### src/rtl/rv32im_pkg.sv
// rtl/rv32im_pkg.sv - shared opcode, condition and FSM encodings for branch resolution
package rv32im_pkg;

  localparam logic [6:0] OP_BRANCH = 7'b1100011;
  localparam logic [6:0] OP_JAL    = 7'b1101111;
  localparam logic [6:0] OP_JALR   = 7'b1100111;

  localparam logic [2:0] F3_EQ  = 3'b000;
  localparam logic [2:0] F3_NE  = 3'b001;
  localparam logic [2:0] F3_LT  = 3'b100;
  localparam logic [2:0] F3_GE  = 3'b101;
  localparam logic [2:0] F3_LTU = 3'b110;
  localparam logic [2:0] F3_GEU = 3'b111;

  typedef enum logic {
    ST_RUN   = 1'b0,
    ST_FLUSH = 1'b1
  } brs_state_t;

  function automatic logic is_branch_op(input logic [6:0] op);
    return (op == OP_BRANCH) || (op == OP_JAL) || (op == OP_JALR);
  endfunction

endpackage

### src/rtl/branch_resolve_unit_if.sv
// rtl/branch_resolve_unit_if.sv - decode-to-resolve bus with results back to fetch
interface branch_resolve_unit_if #(
  parameter int CNT_W = 16
);
  logic             in_valid;
  logic [6:0]       opcode;
  logic [2:0]       funct3;
  logic [31:0]      pc;
  logic [31:0]      rs1_val;
  logic [31:0]      rs2_val;
  logic [31:0]      imm;
  logic             pred_taken;
  logic [31:0]      pred_target;
  logic             HALTED;

  logic             valid_exe;
  logic             branch_status_exe;
  logic [31:0]      jump_addr_exe;
  logic             flush;
  logic [31:0]      redirect_pc;
  logic             link_valid;
  logic [31:0]      link_data;
  logic [CNT_W-1:0] br_count;
  logic [CNT_W-1:0] mp_count;

  modport master (
    output in_valid, opcode, funct3, pc, rs1_val, rs2_val, imm,
           pred_taken, pred_target, HALTED,
    input  valid_exe, branch_status_exe, jump_addr_exe, flush, redirect_pc,
           link_valid, link_data, br_count, mp_count
  );

  modport slave (
    input  in_valid, opcode, funct3, pc, rs1_val, rs2_val, imm,
           pred_taken, pred_target, HALTED,
    output valid_exe, branch_status_exe, jump_addr_exe, flush, redirect_pc,
           link_valid, link_data, br_count, mp_count
  );
endinterface

### src/rtl/branch_cond_eval.sv
// rtl/branch_cond_eval.sv - combinational conditional-branch comparator
module branch_cond_eval
  import rv32im_pkg::*;
(
  input  logic [2:0]  funct3,
  input  logic [31:0] a,
  input  logic [31:0] b,
  output logic        taken
);

  always_comb begin
    taken = 1'b0;
    case (funct3)
      F3_EQ:   taken = (a == b);
      F3_NE:   taken = (a != b);
      F3_LT:   taken = ($signed(a) <  $signed(b));
      F3_GE:   taken = ($signed(a) >= $signed(b));
      F3_LTU:  taken = (a <  b);
      F3_GEU:  taken = (a >= b);
      default: taken = 1'b0;
    endcase
  end

endmodule

### src/rtl/branch_resolve_unit.sv
// rtl/branch_resolve_unit.sv - resolves B/JAL/JALR, detects mispredicts, drives flush and stats
module branch_resolve_unit
  import rv32im_pkg::*;
#(
  parameter int FLUSH_CYCLES = 2,
  parameter int CNT_W        = 16
) (
  input logic                clk,
  input logic                rst,
  branch_resolve_unit_if.slave bus
);

  brs_state_t  state, next_state;
  logic [2:0]  flush_cnt, next_flush_cnt;

  logic        cond_taken;
  logic        is_jump;
  logic        accept;
  logic        taken;
  logic        mispredict;
  logic [31:0] target;
  logic [31:0] fall_through;

  branch_cond_eval u_cond (
    .funct3 (bus.funct3),
    .a      (bus.rs1_val),
    .b      (bus.rs2_val),
    .taken  (cond_taken)
  );

  assign is_jump      = (bus.opcode == OP_JAL) || (bus.opcode == OP_JALR);
  assign accept       = bus.in_valid && (state == ST_RUN) && !bus.HALTED
                        && is_branch_op(bus.opcode);
  assign taken        = is_jump || cond_taken;
  assign fall_through = bus.pc + 32'd1;

  always_comb begin
    target = bus.pc + bus.imm;
    if (bus.opcode == OP_JALR)
      target = (bus.rs1_val + bus.imm) & ~32'd1;
  end

  // A taken branch is wrong if fetch either did not take it or went elsewhere.
  assign mispredict = taken ? (!bus.pred_taken || (bus.pred_target != target))
                            : bus.pred_taken;

  always_ff @(posedge clk) begin
    if (rst) begin
      state     <= ST_RUN;
      flush_cnt <= 3'd0;
    end else begin
      state     <= next_state;
      flush_cnt <= next_flush_cnt;
    end
  end

  // The countdown ignores HALTED so the squash window never stretches.
  always_comb begin
    next_state     = state;
    next_flush_cnt = flush_cnt;
    case (state)
      ST_RUN: begin
        if (accept && mispredict) begin
          next_state     = ST_FLUSH;
          next_flush_cnt = 3'(FLUSH_CYCLES - 1);
        end
      end
      ST_FLUSH: begin
        if (flush_cnt == 3'd0)
          next_state = ST_RUN;
        else
          next_flush_cnt = flush_cnt - 3'd1;
      end
      default: next_state = ST_RUN;
    endcase
  end

  always_comb begin
    bus.flush = (state == ST_FLUSH);
  end

  always_ff @(posedge clk) begin
    if (rst) begin
      bus.valid_exe         <= 1'b0;
      bus.branch_status_exe <= 1'b0;
      bus.jump_addr_exe     <= 32'd0;
      bus.redirect_pc       <= 32'd0;
      bus.link_valid        <= 1'b0;
      bus.link_data         <= 32'd0;
    end else if (accept) begin
      bus.valid_exe         <= 1'b1;
      bus.branch_status_exe <= taken;
      bus.jump_addr_exe     <= target;
      bus.redirect_pc       <= taken ? target : fall_through;
      bus.link_valid        <= is_jump;
      bus.link_data         <= is_jump ? fall_through : 32'd0;
    end else begin
      bus.valid_exe         <= 1'b0;
      bus.branch_status_exe <= 1'b0;
      bus.jump_addr_exe     <= 32'd0;
      bus.redirect_pc       <= 32'd0;
      bus.link_valid        <= 1'b0;
      bus.link_data         <= 32'd0;
    end
  end

  always_ff @(posedge clk) begin
    if (rst) begin
      bus.br_count <= '0;
      bus.mp_count <= '0;
    end else begin
      if (accept && (bus.br_count != {CNT_W{1'b1}}))
        bus.br_count <= bus.br_count + CNT_W'(1);
      if (accept && mispredict && (bus.mp_count != {CNT_W{1'b1}}))
        bus.mp_count <= bus.mp_count + CNT_W'(1);
    end
  end

endmodule
### src/flat_wrapper.sv
// flat-port wrapper written by rule: the top's interface ports become plain ports
module branch_resolve_unit_flat import rv32im_pkg::*;
#(
  parameter int FLUSH_CYCLES = 2,
  parameter int CNT_W        = 16
)
  (clk, rst, bus_in_valid, bus_opcode, bus_funct3, bus_pc, bus_rs1_val, bus_rs2_val, bus_imm, bus_pred_taken, bus_pred_target, bus_HALTED, bus_valid_exe, bus_branch_status_exe, bus_jump_addr_exe, bus_flush, bus_redirect_pc, bus_link_valid, bus_link_data, bus_br_count, bus_mp_count);
  branch_resolve_unit_if #(.CNT_W(CNT_W)) bus_i ();
  input logic clk;
  input logic rst;
  input wire logic [$bits(bus_i.in_valid)-1:0] bus_in_valid;
  input wire logic [$bits(bus_i.opcode)-1:0] bus_opcode;
  input wire logic [$bits(bus_i.funct3)-1:0] bus_funct3;
  input wire logic [$bits(bus_i.pc)-1:0] bus_pc;
  input wire logic [$bits(bus_i.rs1_val)-1:0] bus_rs1_val;
  input wire logic [$bits(bus_i.rs2_val)-1:0] bus_rs2_val;
  input wire logic [$bits(bus_i.imm)-1:0] bus_imm;
  input wire logic [$bits(bus_i.pred_taken)-1:0] bus_pred_taken;
  input wire logic [$bits(bus_i.pred_target)-1:0] bus_pred_target;
  input wire logic [$bits(bus_i.HALTED)-1:0] bus_HALTED;
  output wire logic [$bits(bus_i.valid_exe)-1:0] bus_valid_exe;
  output wire logic [$bits(bus_i.branch_status_exe)-1:0] bus_branch_status_exe;
  output wire logic [$bits(bus_i.jump_addr_exe)-1:0] bus_jump_addr_exe;
  output wire logic [$bits(bus_i.flush)-1:0] bus_flush;
  output wire logic [$bits(bus_i.redirect_pc)-1:0] bus_redirect_pc;
  output wire logic [$bits(bus_i.link_valid)-1:0] bus_link_valid;
  output wire logic [$bits(bus_i.link_data)-1:0] bus_link_data;
  output wire logic [$bits(bus_i.br_count)-1:0] bus_br_count;
  output wire logic [$bits(bus_i.mp_count)-1:0] bus_mp_count;
  assign bus_i.in_valid = bus_in_valid;
  assign bus_i.opcode = bus_opcode;
  assign bus_i.funct3 = bus_funct3;
  assign bus_i.pc = bus_pc;
  assign bus_i.rs1_val = bus_rs1_val;
  assign bus_i.rs2_val = bus_rs2_val;
  assign bus_i.imm = bus_imm;
  assign bus_i.pred_taken = bus_pred_taken;
  assign bus_i.pred_target = bus_pred_target;
  assign bus_i.HALTED = bus_HALTED;
  assign bus_valid_exe = bus_i.valid_exe;
  assign bus_branch_status_exe = bus_i.branch_status_exe;
  assign bus_jump_addr_exe = bus_i.jump_addr_exe;
  assign bus_flush = bus_i.flush;
  assign bus_redirect_pc = bus_i.redirect_pc;
  assign bus_link_valid = bus_i.link_valid;
  assign bus_link_data = bus_i.link_data;
  assign bus_br_count = bus_i.br_count;
  assign bus_mp_count = bus_i.mp_count;
  branch_resolve_unit #(.FLUSH_CYCLES(FLUSH_CYCLES), .CNT_W(CNT_W)) u_core (.clk(clk), .rst(rst), .bus(bus_i));
endmodule
### config.mk
export PLATFORM = sky130hd
export DESIGN_NAME = branch_resolve_unit_flat
export DESIGN_NICKNAME = d
export VERILOG_FILES = /design/src/rtl/rv32im_pkg.sv /design/src/rtl/branch_resolve_unit_if.sv /design/src/rtl/branch_cond_eval.sv /design/src/rtl/branch_resolve_unit.sv /design/src/flat_wrapper.sv
export SDC_FILE = /design/constraint.sdc
export NUM_CORES = 1
export LEC_CHECK = 0
export BUFFER_PORTS_ARGS = -buffer_cell sky130_fd_sc_hd__buf_2
export CORE_ASPECT_RATIO = 2
export CORE_MARGIN = 2
export CORE_UTILIZATION = 25
export CTS_BUF_LIST = sky130_fd_sc_hd__clkbuf_8
export DETAILED_ROUTE_END_ITERATION = 10
export PLACE_DENSITY = 0.54
export SLEW_MARGIN = 20
export SYNTH_ARGS = -nofsm -noshare
export SYNTH_HDL_FRONTEND = slang
export SYNTH_SLANG_ARGS = --single-unit
### constraint.sdc
create_clock -name clk -period 4.66 [get_ports clk]
set_input_delay 0.233 -clock clk [delete_from_list [all_inputs] [get_ports clk]]
set_output_delay 0.233 -clock clk [all_outputs]
set_load 0.02 [all_outputs]
# ---- Word-level counts from Yosys, hierarchy flattened
# Cells that the tools add are included.
dict set report op_classes {
  addsub 6
  magnitude_cmp 4
  n_eq_ne 15
  n_mux 11
  bitwise_logic 3
  n_reduce_logical 18
}
# operator count
set op_table {}
lappend op_table {{32-bit adder} 2}
lappend op_table {{32-bit greater-or-equal comparator} 2}
lappend op_table {{32-bit < comparator} 2}
lappend op_table {{32-bit two-way mux} 2}
lappend op_table {{32-bit inequality test} 2}
lappend op_table {{16-bit by 1-bit adder with 16-bit output, second input constant} 2}
lappend op_table {{32-bit by 1-bit adder with 32-bit output, second input constant} 1}
lappend op_table {{32-bit == test} 1}
lappend op_table {{16-bit inequality test, second input constant} 2}
lappend op_table {{7-bit == test, second input constant} 3}
lappend op_table {{3-bit == test, second input constant} 4}
lappend op_table {{1-bit logical AND} 6}
lappend op_table {{3-bit zero test} 2}
lappend op_table {{3-bit two-way mux} 2}
lappend op_table {{1-bit one-hot mux with 6 select lines} 1}
lappend op_table {{3-bit one-hot mux with 2 select lines} 1}
lappend op_table {{1-bit logical OR} 5}
lappend op_table {{1-bit two-way mux} 4}
lappend op_table {{2-bit inequality test, second input constant} 2}
lappend op_table {{3-bit by 1-bit == test with 1-bit output, second input constant} 1}
lappend op_table {{1-bit inverter} 3}
lappend op_table {{3-bit OR reduction} 1}
lappend op_table {{3-bit by 1-bit subtractor with 3-bit output, second input constant} 1}
lappend op_table {{1-bit zero test} 2}
lappend op_table {{other kinds (3)} 3}
dict set report word_totals {
  reg_bits 135
  inputBits 175
  out_inout_bits 132
}

# ---- Depth between registers and ports, before layout
dict set report logic_depth {
  word_depth 8
  depth_mapped 18
  mapped_depth_nobuf 15
}

# ---- Modules after synthesis
# Synthesis repeated with hierarchy kept, for this count alone.
dict set report hier_totals {
  hier_cells 1494
  area_unflattened_um2 11375.9
}
# mod n_inst cells_per_inst area_per_inst_um2
set modules_own_cells {}
lappend modules_own_cells {branch_resolve_unit 1 1366 10452.5}
lappend modules_own_cells {branch_cond_eval 1 128 923.4}

# ---- Worst setup path before layout
# Ideal clock, no wire load.
dict set report synth_timing {
  path_kind {input to register}
  start {in bus_imm[0]}
  end {reg u_core.bus.mp_count[1] (netlist name)}
  setup_time_ns 0.128
  t_arrival_ns 4.234
  required_ns 4.532
  path_slack_ns 0.299
  path_stages 17
  path_buffers 2
  path_cell_list {ha_1 -> fa_1 -> a21o_1 -> a221o_1 -> a21oi_1 -> xnor2_1 -> mux2i_1 -> nand4_1 -> or4_1 -> a2111oi_2 -> nand4_1 -> or4_4 -> o31ai_4 -> buf_6 -> buf_6 -> mux2i_1 -> nor2_1}
}
dict set report synth_between {
  elab_chain_len 7
  elab_cells_between_ends 8
  classes_between {add/sub: 2; eq/ne: 1; mux: 2; reduce/logical: 3}
}
# element line_no
set synth_lines {}
lappend synth_lines {{from (decl)} flat_wrapper.sv:17} ;# input wire logic [$bits(bus_i.imm)-1:0] bus_imm;
lappend synth_lines {{32-bit adder (on tied branches)} {branch_resolve_unit.sv:38, branch_resolve_unit.sv:40}}
lappend synth_lines {{32-bit two-way mux (*)} branch_resolve_unit.sv:39} ;# if (bus.opcode == OP_JALR)
lappend synth_lines {{32-bit inequality test (*)} branch_resolve_unit.sv:44} ;# assign mispredict = taken ? (!bus.pred_taken || (bus.pred_target != target))
lappend synth_lines {{1-bit logical OR (*)} branch_resolve_unit.sv:44}
lappend synth_lines {{1-bit two-way mux (*)} branch_resolve_unit.sv:44}
lappend synth_lines {{1-bit logical AND (*) (2 in series)} branch_resolve_unit.sv:114} ;# if (accept && mispredict && (bus.mp_count != {CNT_W{1'b1}}))
lappend synth_lines {{to (signal assigned)} branch_resolve_unit.sv:115} ;# bus.mp_count <= bus.mp_count + CNT_W'(1);
lappend synth_lines {{to (decl)} branch_resolve_unit_if.sv:37} ;# link_valid, link_data, br_count, mp_count
# Every way passes the cells marked *; elsewhere a longest branch is shown, timed or not.
# A chain may end at the register's enable or synchronous reset.

# ---- Worst setup path after layout
dict set report layout_timing {
  start {in bus_imm[19]}
  end {reg u_core.bus.mp_count[1] (netlist name)}
}
# The elaborated chain is that of the path after synthesis.

==> results_tabular.tex <==
\begin{tabular}{lr}
\hline
Metric & Value \\
\hline
\multicolumn{2}{l}{\textbf{Setup path}} \\
\quad Kind of cell adding the most delay to the critical path & compound AO/OA/AOI/OAI gates \\
\quad Last element of the critical path & u\_core.bus.mp\_count[1] \\
\quad Crit path largest cell delay & 470 ps \\
\quad Arr. time, crit path & 4630 ps \\
\quad Endpoint of the worst register-to-register path & u\_core.bus.br\_count[15] \\
\quad Reg-to-reg critical path startpoint & u\_core.bus.flush \\
\quad Depth of the worst register-to-register path & 10 \\
\quad Buffers and inverters on the worst path & 3 \\
\quad Critical path data required time & 4990 ps \\
\quad Class of the most critical setup path & input pin to flip-flop \\
\quad Register-to-register setup slack & 1820 ps \\
\quad Setup crit end kind & flip-flop \\
\quad First element of the critical path & bus\_imm[19] \\
\quad Worst path depth & 17 \\
\quad Startpoint kind of the worst setup timing path & input pin \\
\quad Top fanout value on the critical path & 26 \\
\quad Cell with the largest stage delay on the worst path & sky130\_fd\_sc\_hd\_\_or4\_4 \\
\quad Cells traversed along the worst timing path & buf\_2 -> ha\_1 -> a21oi\_1 -> o221ai\_1 -> a21oi\_1 -> nor3\_1 -> o41ai\_1 -> nand4\_1 -> xor2\_1 -> a2111oi\_0 -> buf\_4 -> nand4\_1 -> or4\_4 -> o31ai\_4 -> buf\_12 -> mux2i\_1 -> nor2\_1 \\
\multicolumn{2}{l}{\textbf{Placement}} \\
\quad Total of buffers placed on input and output ports & 306 \\
\quad Total placed instance area & 13860 um2 \\
\quad GP Congestion & 0.9531 \\
\quad DP HPWL & 42020 um \\
\multicolumn{2}{l}{\textbf{Synthesis}} \\
\quad Share of synthesized cell area in full adder, half adder and majority cells & 11.95\% \\
\quad Share of the synthesized netlist area taken by xor and xnor gates & 11.08\% \\
\quad Fraction of the yosys area taken by sequential cells & between 20\% and 30\% \\
\quad Multiplexer share of the synthesized area & under 10\% \\
\quad Avg Synthesized Cell Area & between 7 and 8 um2 \\
\quad Dominant combinational cell family by area after synthesis & simple AND/OR/NAND/NOR gates \\
\quad Flip-flop cell with the highest count after synthesis & sky130\_fd\_sc\_hd\_\_dfxtp\_1 \\
\quad Synth Area in Compound Gates & 20.83\% \\
\quad Number of flip-flops and latches in the synthesized netlist & 135 \\
\quad Syn\_nets & 1655 \\
\quad Share of synthesized cell area in and, or, nand and nor gates & around a quarter \\
\quad Netlist area before placement & between 10000 and 15000 um2 \\
\quad Share of flip-flops with an asynchronous set or reset after synthesis & 0\% \\
\quad Ys Warns & 0 \\
\quad EDFF count, synth & 0 \\
\quad Cell count after synthesis & between 1000 and 1500 \\
\quad Library cells used by synthesis & 84 \\
\multicolumn{2}{l}{\textbf{Timing}} \\
\quad Transition time at the pin with the least slew margin & 753.1 ps \\
\quad Final count of hold timing violations & 0 \\
\quad Unrepaired setup endpoints after global routing & no \\
\quad Headroom to the max-slew limit & 49.79\% \\
\quad Number of pins with negative max-slew slack in the final report & 0 \\
\quad WHS & approximately 73 ps \\
\quad Worst Skew & 14.36 ps \\
\quad Final setup violation count & 0 \\
\quad Peak Freq & 232.5 MHz \\
\quad Time the final worst path needs with I/O delays and setup & about 4300 ps \\
\quad Final sum of negative setup slack & 0 ps \\
\quad Final period util & 92.31\% \\
\multicolumn{2}{l}{\textbf{Final layout}} \\
\quad Flip-flop and latch area & 2703 um2 \\
\quad Most common library cell in the layout ignoring fill and taps & sky130\_fd\_sc\_hd\_\_buf\_2 \\
\quad Area occupied by multi-input gates & 7477 um2 \\
\quad Filler instances & 4572 \\
\quad Commonest non-fill, non-tap cells in the layout & sky130\_fd\_sc\_hd\_\_buf\_2, sky130\_fd\_sc\_hd\_\_buf\_4, sky130\_fd\_sc\_hd\_\_nor2\_1 \\
\quad Ratio of cells with drive above 1 in the final layout & 29.20\% \\
\quad Net count reported at finish & between 2000 and 2500 \\
\quad Design Area, Final & approximately 14000 um2 \\
\quad Layout-stage area growth over the synthesis result & 34.73\% \\
\multicolumn{2}{l}{\textbf{Clock tree}} \\
\quad Clock edge transition at the registers on the reported setup and hold paths & 90 ps \\
\quad Clock Tree Root & sky130\_fd\_sc\_hd\_\_clkbuf\_8 \\
\quad CTS tree & done \\
\quad Sinks on Clock Net & 135 \\
\quad Insertion delay to the later sink of the worst-skew pair & 470 ps \\
\quad Hold-fix buffers at CTS & 0 \\
\quad Number of buffers inserted by post-CTS setup repair & 0 \\
\quad Number of levels in the clock H-tree & 4 \\
\quad Post-cts repair resize count & 0 \\
\quad CTS max path bufs & 2 \\
\quad Number of buffers inserted during clock tree synthesis & 17 \\
\multicolumn{2}{l}{\textbf{Floorplan}} \\
\quad Die span in y & 295.2 um \\
\quad Horizontal die dimension & about 150 um \\
\quad Core area & $\sim$42000 um2 \\
\quad Initial core utilization & 25.37\% \\
\quad Total Die Area & about 44000 um2 \\
\quad Boundary Pins & approximately 310 \\
\quad Number of core rows & about 110 \\
\multicolumn{2}{l}{\textbf{Detailed routing}} \\
\quad Drt first-iter violations & 459 \\
\quad Wire length per cell & 20.35 um \\
\quad Length of the first detailed-routing pass in iterations & 5 \\
\quad Final antenna-violating net count & 0 \\
\quad Via Count & 11840 \\
\quad Routed wire length & 48350 um \\
\quad Total met2 wirelength after detailed routing & 27000 um \\
\quad Routed length on met3 & 2043 um \\
\quad Met1 Routed Length & 16270 um \\
\quad Vias per std cell & approximately 5.0 \\
\quad DRC viols & 0 \\
\quad Top sig layer & met5 \\
\multicolumn{2}{l}{\textbf{Power and ir drop}} \\
\quad Power density relative to cell area & 247.0 nW/um2 \\
\quad Max IR drop VDD & 0.1191 mV \\
\quad Lkg Pwr & $\sim$6.7 nW \\
\multicolumn{2}{l}{\textbf{GRT}} \\
\quad Vias in the first global route & 12050 \\
\quad Antenna violations before repair & 9 \\
\quad Maximum number of pins on one net before global-route repair & 50 \\
\quad Global Route Usage Sum & 21.24\% \\
\quad First-pass GRT wire length & 69590 um \\
\quad Leftover overflow at the end of global routing & 0 \\
\multicolumn{2}{l}{\textbf{Job}} \\
\quad Number of violations of the max-capacitance limit & 0 \\
\multicolumn{2}{l}{\textbf{Worst hold path}} \\
\quad Type of the tightest min-delay check & input pin to flip-flop \\
\multicolumn{2}{l}{\textbf{Outcome}} \\
\quad Result of the run & complete, no violations \\
\hline
\end{tabular}
registers in the layout, summed over array words and instances (netlist names):
| signal | count |
|---|---|
| u_core.bus.link_data | 32 |
| u_core.bus.mp_count | 16 |
| u_core.bus.jump_addr_exe | 32 |
| u_core.bus.branch_status_exe | 1 |
| u_core.flush_cnt | 3 |
| u_core.bus.br_count | 16 |
| u_core.bus.link_valid | 1 |
| u_core.bus.flush | 1 |
| u_core.bus.redirect_pc | 32 |
| u_core.bus.valid_exe | 1 |
where the power goes:
part	total, mW	switching [mW]	leakage [nW]	internal [mW]
Clock	0.994	0.536	0.202	0.458
Combinational	1.38	0.782	5.40	0.598
Sequential	1.15	0.000475	1.09	1.15
Total	3.53	1.32	6.68	2.21
how the worst min path moves through the flow:
stage / startpoint / endpoint / slack (ps) / cells past startpoint
6_report: bus_pc[4] / u_core.bus.link_data[4] / 70 / 3
2_1_floorplan: bus_pc[0] / u_core.bus.link_data[0] / 310 / 1
5_1_grt: bus_pc[3] / u_core.bus.link_data[3] / 90 / 3
3_3_place_gp: u_core.flush_cnt[1] / u_core.flush_cnt[1] / 480 / 2
3_5_place_dp: u_core.flush_cnt[2] / u_core.flush_cnt[2] / 490 / 2
4_1_cts: bus_pc[4] / u_core.bus.link_data[4] / 30 / 3
synth_stat cells (4+ instances only):
master	n	area, um2
sky130_fd_sc_hd__a211oi_1	26	195.2
sky130_fd_sc_hd__and2_1	23	143.9
sky130_fd_sc_hd__nor3b_1	8	60.06
sky130_fd_sc_hd__o21a_1	10	75.07
sky130_fd_sc_hd__o2111ai_1	4	35.03
sky130_fd_sc_hd__nor2b_1	11	68.82
sky130_fd_sc_hd__or3_1	24	150.1
sky130_fd_sc_hd__o211ai_1	7	52.55
sky130_fd_sc_hd__nand3_1	49	245.2
sky130_fd_sc_hd__a221oi_1	4	35.03
sky130_fd_sc_hd__a32o_1	4	40.04
sky130_fd_sc_hd__buf_2	4	20.02
sky130_fd_sc_hd__clkbuf_1	44	165.2
sky130_fd_sc_hd__inv_1	51	191.4
sky130_fd_sc_hd__ha_1	98	1226
sky130_fd_sc_hd__nand4_1	35	219.0
sky130_fd_sc_hd__o21ai_0	70	350.3
sky130_fd_sc_hd__o221ai_1	5	43.79
sky130_fd_sc_hd__and3_1	30	187.7
sky130_fd_sc_hd__xnor2_1	56	490.5
sky130_fd_sc_hd__or2_2	4	25.02
sky130_fd_sc_hd__nor3_1	28	140.1
sky130_fd_sc_hd__a2111oi_0	4	35.03
sky130_fd_sc_hd__nor2_1	159	596.8
sky130_fd_sc_hd__buf_1	4	15.01
sky130_fd_sc_hd__o21ai_1	10	50.05
sky130_fd_sc_hd__xor2_1	73	639.4
sky130_fd_sc_hd__nand2b_1	8	50.05
sky130_fd_sc_hd__and4_1	4	35.03
sky130_fd_sc_hd__nand2_1	142	533.0
sky130_fd_sc_hd__dfxtp_1	135	2703
sky130_fd_sc_hd__o21bai_1	6	45.04
sky130_fd_sc_hd__mux2i_1	20	200.2
sky130_fd_sc_hd__a21o_1	12	90.09
sky130_fd_sc_hd__a31oi_1	13	81.33
sky130_fd_sc_hd__a21oi_1	122	610.6
worst min-delay path: cells and delay by family:
kind	cells	cell delay, ps
AND/OR/NAND/NOR	1	70
XOR/XNOR	1	90
buffers and inverters	1	120
logic make-up (layout without fill, tap and decap cells):
group,count (synthesis),after routing
compound gates,343,343
mux,23,23
simple gates,540,540
flops,135,135
fa+ha+maj,100,100
buf+inv,108,557
other cells,0,7
xor+xnor,131,131
cell type report:
| class | count | area share [%] |
|---|---|---|
| clock inverters | 14 | 1.086 |
| inverters | 52 | 1.367 |
| repair buffers | 473 | 19.68 |
| diodes | 7 | 0.1227 |
| well taps | 540 | 4.731 |
| flip-flops and latches | 135 | 18.92 |
| multi-input cells | 1137 | 52.36 |
| clock buffers | 18 | 1.735 |
per-stage QoR:
stage	worst slack (ps)	util (%)	power [mW]	cells
floorplan	298.8	-	1.912	1380
global placement	-22.93	33.18	2.541	2337
detailed placement	-61.80	33.18	2.552	2337
CTS	452.5	34.14	3.557	2369
global route	130.8	34.17	3.719	2374
finish	358.3	34.18	3.528	2376
layer usage:
metal  vias up  track usage, %
met3       121           2.438
li1       5815               -
met1      5531           19.72
met2       369           42.67
met4         4           13.12
met5         -               0
(Power assumes the default switching activity.)
